$ cat config.mk
export PLATFORM = sky130hd
export DESIGN_NAME = demodulator_frame_sync
export DESIGN_NICKNAME = d
export VERILOG_FILES = /design/src/rtl/demodulator_frame_sync.sv
export SDC_FILE = /design/constraint.sdc
export NUM_CORES = 1
export LEC_CHECK = 0
export CORE_ASPECT_RATIO = 1.1
export CORE_UTILIZATION = 45
export DETAILED_ROUTE_END_ITERATION = 8
export PLACE_DENSITY = 0.65
export SLEW_MARGIN = 5
export SYNTH_ARGS = -nofsm -noshare
export SYNTH_HDL_FRONTEND = slang
export SYNTH_SLANG_ARGS = --single-unit
$ cat constraint.sdc
create_clock -name clk -period 6.14 [get_ports clk]
set_input_delay 1.228 -clock clk [delete_from_list [all_inputs] [get_ports clk]]
set_output_delay 1.228 -clock clk [all_outputs]
set_load 0.01 [all_outputs]
$ cat src/rtl/demodulator_frame_sync.sv
// -----------------------------------------------------------------------------
// demodulator_frame_sync
//   Slices the demodulator's signed soft-sample stream into bits by
//   integrate-and-dump, hunts for a fixed sync word, then packs the payload
//   bits that follow into PayloadWidth-bit words. One frame of FrameWords
//   words is emitted per sync hit.
//
// Ports
//   clk        clock, all state on posedge
//   reset      asynchronous active-low reset (0 = reset)
//   recv_val   sample valid from demodulator
//   recv_rdy   block can accept a sample (low while an output word is held)
//   recv_msg   signed two's-complement sample
//   send_val   output word valid
//   send_rdy   downstream accepts word
//   send_msg   payload word, first-received bit in MSB
//   send_last  qualifies send_msg: last word of the frame
//   locked     high while payload bits are being collected
// -----------------------------------------------------------------------------
module demodulator_frame_sync #(
  parameter int                   Width         = 32,
  parameter int                   SamplesPerBit = 8,
  parameter int                   SyncWidth     = 16,
  parameter logic [SyncWidth-1:0] SyncWord      = 16'hD391,
  parameter int                   PayloadWidth  = 8,
  parameter int                   FrameWords    = 4
) (
  input  logic                    clk,
  input  logic                    reset,
  input  logic                    recv_val,
  output logic                    recv_rdy,
  input  logic [Width-1:0]        recv_msg,
  output logic                    send_val,
  input  logic                    send_rdy,
  output logic [PayloadWidth-1:0] send_msg,
  output logic                    send_last,
  output logic                    locked
);

  // Accumulator carries clog2(SPB) guard bits so a full bit of extreme
  // samples can never wrap.
  localparam int CntW  = $clog2(SamplesPerBit);
  localparam int AccW  = Width + CntW;
  localparam int BitW  = (PayloadWidth > 1) ? $clog2(PayloadWidth) : 1;
  localparam int WordW = (FrameWords > 1) ? $clog2(FrameWords) : 1;

  localparam logic [CntW-1:0]  CntLast  = CntW'(SamplesPerBit - 1);
  localparam logic [BitW-1:0]  BitLast  = BitW'(PayloadWidth - 1);
  localparam logic [WordW-1:0] WordLast = WordW'(FrameWords - 1);

  typedef enum logic [0:0] {
    SEARCH  = 1'b0,
    PAYLOAD = 1'b1
  } state_t;

  state_t                   state_r;
  logic signed [AccW-1:0]   acc_r;
  logic [CntW-1:0]          cnt_r;
  logic [SyncWidth-1:0]     sync_sh_r;
  logic [PayloadWidth-1:0]  pay_sh_r;
  logic [BitW-1:0]          bit_cnt_r;
  logic [WordW-1:0]         word_cnt_r;
  logic                     send_val_r;
  logic [PayloadWidth-1:0]  send_msg_r;
  logic                     send_last_r;
  logic                     locked_r;

  logic                     accept_s;
  logic signed [AccW-1:0]   sample_ext_s;
  logic signed [AccW-1:0]   sum_s;
  logic                     bit_s;
  logic                     bit_evt_s;
  logic [SyncWidth-1:0]     sync_next_s;
  logic [PayloadWidth-1:0]  pay_next_s;

  // A single output register: input stalls whenever a word is held, so the
  // ready path depends on registered state only.
  assign recv_rdy  = ~send_val_r;
  assign accept_s  = recv_val & ~send_val_r;
  assign bit_evt_s = accept_s & (cnt_r == CntLast);

  assign send_val  = send_val_r;
  assign send_msg  = send_msg_r;
  assign send_last = send_last_r;
  assign locked    = locked_r;

  // Running sum, bit decision and next shift-register values.
  always_comb begin
    sample_ext_s = {{CntW{recv_msg[Width-1]}}, recv_msg};
    sum_s        = acc_r + sample_ext_s;
    // A zero sum slices to 1: only the sign bit decides.
    bit_s        = ~sum_s[AccW-1];
    sync_next_s    = sync_sh_r << 1;
    sync_next_s[0] = bit_s;
    pay_next_s     = pay_sh_r << 1;
    pay_next_s[0]  = bit_s;
  end

  // Integrate-and-dump; bit phase is fixed from reset and runs in both states.
  always_ff @(posedge clk or negedge reset) begin
    if (!reset) begin
      acc_r <= '0;
      cnt_r <= '0;
    end else if (accept_s) begin
      if (cnt_r == CntLast) begin
        acc_r <= '0;
        cnt_r <= '0;
      end else begin
        acc_r <= sum_s;
        cnt_r <= cnt_r + 1'b1;
      end
    end
  end

  // Sync hunt / payload packing FSM with registered outputs.
  always_ff @(posedge clk or negedge reset) begin
    if (!reset) begin
      state_r     <= SEARCH;
      sync_sh_r   <= '0;
      pay_sh_r    <= '0;
      bit_cnt_r   <= '0;
      word_cnt_r  <= '0;
      send_val_r  <= 1'b0;
      send_msg_r  <= '0;
      send_last_r <= 1'b0;
      locked_r    <= 1'b0;
    end else begin
      // Handshake and word completion never coincide: no sample is accepted
      // while send_val is high.
      if (send_val_r && send_rdy) begin
        send_val_r <= 1'b0;
      end

      if (bit_evt_s) begin
        case (state_r)
          SEARCH: begin
            sync_sh_r <= sync_next_s;
            if (sync_next_s == SyncWord) begin
              state_r    <= PAYLOAD;
              locked_r   <= 1'b1;
              bit_cnt_r  <= '0;
              word_cnt_r <= '0;
              // Sync bits are never reused, so the next search starts clean.
              sync_sh_r  <= '0;
            end
          end

          PAYLOAD: begin
            pay_sh_r <= pay_next_s;
            if (bit_cnt_r == BitLast) begin
              send_val_r  <= 1'b1;
              send_msg_r  <= pay_next_s;
              send_last_r <= (word_cnt_r == WordLast);
              bit_cnt_r   <= '0;
              if (word_cnt_r == WordLast) begin
                word_cnt_r <= '0;
                state_r    <= SEARCH;
                locked_r   <= 1'b0;
              end else begin
                word_cnt_r <= word_cnt_r + 1'b1;
              end
            end else begin
              bit_cnt_r <= bit_cnt_r + 1'b1;
            end
          end

          default: begin
            state_r  <= SEARCH;
            locked_r <= 1'b0;
          end
        endcase
      end
    end
  end

endmodule

==> impl_metrics.yaml <==
run_status:
  status: "completed"
global_routing:
  antenna_found_initial: 0
  grt_pass1_wl_mm: 18.6
  grt_use_met3: 0.0385
  gr-usage-met2: 0.348
  grt_pass1_vias: 3965
  gr-max-usage-layer: "met2"
  grt_max_degree: 78
  grt_use_total: 0.209
  grt_util_met1: 0.271
  overflow: 0
placement:
  portBuffers: 47
  post-place-ws_ns: 1.59
  gp_congestion: 0.827
  dp_hpwl_mm: 7.54
die:
  dieArea_mm2: 0.0112
  io-pin-count: 48
  start_util: 0.466
  rows: 39
  core-area_mm2: 0.0104
  die_w_um: 101
  die_h_um: 111
clocking:
  clock_sinks: 77
  htree_num_levels: 3
  root_buffer: "clkbuf_16"
  numCtsBuffers: 9
  hold_buffers: 0
  cts_tree: "built"
  clk_latency_ns: 0.34
  cts_resized: 0
  path_clk_slew_ns: 0.06
  post_cts_buffers: 0
  cts.path.max_buffers: 2
synth:
  yosys.area.top_type: "dfrtp_1"
  yosysWarnings: 0
  synth.top_cell.area_share: 0.396
  netlist_area_mm2: 0.00487
  synth_seq_cells: 77
  netlist_instances: 519
  synth.most_common_cell: "nand2_1"
  ys_seq_area_frac: 0.396
  synthTopCellsByArea: "dfrtp_1, ha_1, nand2_1"
  async_flop_share: 1.00
  synth_cell_types: 58
  synth.avg_cell_area_um2: 9.39
  synthTopCellsByCount: "nand2_1, dfrtp_1, o21ai_0"
  synth_flop_cell: "dfrtp_1"
  synth_edf_count: 0
  synth_fp_nets: 595
routing:
  drtIter0Drc: 174
  dr.pass1.iters: 4
  num_vias: 4024
  wl_per_cell_um: 15.4
  wl_mm: 10.9
  via_per_inst: 5.66
  drc: 0
  ant_nets: 0
critical_path:
  crit_fanout: 9
  ff2ff_setup_slack_ns: 2.78
  path_buf_inv: 2
  cp_num_cells: 12
  cp-endpoint: "word_cnt_r[1]"
  critPathMaxStageDelay_ns: 0.59
  r2r_end: "send_msg[5]"
  r2r-start: "cnt_r[0]"
  end_kind: "flip-flop"
  path_cells: "clkdlybuf4s50_1 > ha_1 > inv_1 > fa_1 > nor2b_1 > o2111ai_1 > a21boi_1 > a221oi_4 > o22ai_4 > a2111oi_4 > a2111oi_4 > o21ai_1"
  path_delay_family: "compound AO/OA/AOI/OAI gates"
  crit_top_cell: "a2111oi_4"
  critPathArrivalTime_ns: 4.44
  crit_type: "in2reg"
  critPathLaunchType: "input port"
  cp.required_ns: 6.33
  crit_path_start: "recv_msg[0]"
  reg2reg_depth: 6
  crit_slowest_cell: "a2111oi_4"
power_and_ir_drop:
  p_seq_frac: 0.308
  p_int_mw: 1.51
  p_per_area_mw_per_mm2: 439
  pwr-share-comb: 0.502
  switching_share: 0.400
  max-vdd-ir-drop_mv: 0.180
  p_switching_mw: 1.01
  leakage_nw: 2.62
  p_clk_frac: 0.190
timing:
  tightestPinTransition_ns: 0.998
  setup_tns_ns: 0
  holdWs_ns: 0.471
  setup_viol: 0
  slew_headroom: 0.335
  fin_skew_ns: 0.00669
  max_freq_ghz: 0.235
  hold_viol: 0
  fin_crit_ns: 4.25
  fin_ws_ns: 1.89
  rsz0062_at_grt: "no"
  drv_slew: 0
  fin_crit_sh: 0.692
cells_and_area:
  fin_nets: 640
  diodes: 0
  drive_gt1_frac: 0.0792
  area_growth_pct: 17.8
hold_path:
  hold_depth: 2
  hold_path.class: "reg2reg"
run:
  maxCapViolations: 0
-- state kept, by name (all words and copies together), names as in the netlist --
| signal | count |
|---|---|
| word_cnt_r | 2 |
| state_r | 1 |
| acc_r | 35 |
| send_last | 1 |
| pay_sh_r | 7 |
| send_val | 1 |
| send_msg | 8 |
| locked | 1 |
| bit_cnt_r | 3 |
| cnt_r | 3 |
| sync_sh_r | 15 |
-- worst min-delay path by stage --
| stage | start | end |
|---|---|---|
| after global placement | acc_r[0] | acc_r[0] |
| after CTS | pay_sh_r[6] | pay_sh_r[6] |
| after detailed placement | pay_sh_r[6] | pay_sh_r[6] |
| final | pay_sh_r[6] | pay_sh_r[6] |
| after floorplan | pay_sh_r[6] | pay_sh_r[6] |
| after global routing | cnt_r[1] | cnt_r[1] |
-- layout make-up --
| type | instances | area, um^2 |
|---|---|---|
| fillers | 954 | 4700 |
| flip-flops and latches | 77 | 1930 |
| inverters | 17 | 63.8 |
| repair buffers | 50 | 490 |
| multi-input cells | 409 | 2820 |
| well taps | 143 | 179 |
| clock buffers | 10 | 229 |
| clock inverters | 5 | 28.8 |
-- kinds of logic (layout without fill, tap and decap cells) --
group	Yosys count	after routing	share of synthesized area
AO/OA/AOI/OAI	154	154	0.230
adder cells (fa/ha/maj)	40	40	0.104
buffers and inverters	33	82	0.0254
flip-flops	77	77	0.396
AND/OR/NAND/NOR	178	178	0.170
XOR/XNOR	21	21	0.0378
multiplexers	16	16	0.0367
-- through the flow --
| stage | instances | cell area, um^2 | total power, mW | util |
|---|---|---|---|---|
| after floorplan | 519 | 4870 | 1.77 | - |
| after global placement | 696 | 5480 | 2.00 | 0.525 |
| after detailed placement | 696 | 5480 | 2.04 | 0.525 |
| after CTS | 711 | 5740 | 2.53 | 0.549 |
| after global routing | 711 | 5740 | 2.74 | 0.549 |
| final | 711 | 5740 | 2.52 | 0.549 |
-- power by group through the flow --
stage / Sequential, mW / Combinational, mW / Clock [mW]
after floorplan: 0.754 / 1.02 / 0
after global placement: 0.776 / 1.23 / 0
after detailed placement: 0.781 / 1.26 / 0
after CTS: 0.776 / 1.27 / 0.490
after global routing: 0.794 / 1.44 / 0.508
final: 0.775 / 1.26 / 0.478
-- worst register-to-register path, stage by stage, from the launching register on --
cell	delay [ns]
dfrtp_1	0.38
ha_1	0.16
ha_1	0.68
nand2_1	0.46
nor2_1	0.66
nand2_1	0.50
mux2_2	0.41
-- cells in the final DEF, fill, tap and decap left out, types with 3 or more instances in the layout --
cell / netlist / layout
nand2_1: 86 / 86
a22o_1: 3 / 3
xnor2_1: 11 / 11
xor2_1: 10 / 10
nand2b_1: 4 / 4
o21ai_0: 40 / 40
a32o_1: 4 / 4
nand3_1: 13 / 13
nand3b_1: 3 / 3
clkbuf_16: 0 / 9
a21o_1: 15 / 15
nor4b_1: 6 / 6
buf_4: 0 / 4
dfrtp_1: 77 / 77
ha_1: 39 / 39
nor2b_1: 5 / 5
and3_1: 4 / 4
nor2_1: 26 / 26
inv_1: 17 / 17
nor3_1: 16 / 16
mux2_2: 15 / 15
a31o_2: 3 / 3
clkdlybuf4s50_1: 0 / 46
o31ai_1: 10 / 10
o21a_1: 4 / 4
clkinv_2: 0 / 4
a21oi_1: 30 / 30
and4_1: 3 / 3
o21bai_1: 8 / 8
or3_1: 6 / 6
a211o_1: 5 / 5
-- metal layers --
metal / wire [um] / up-vias / share of wire
met3: 379 / 10 / 0.035
met2: 5300 / 72 / 0.49
met4: 117 / 0 / 0.011
li1: - / 1992 / -
met5: 0 / - / 0
met1: 5120 / 1950 / 0.47
(Power assumes the default switching activity.)
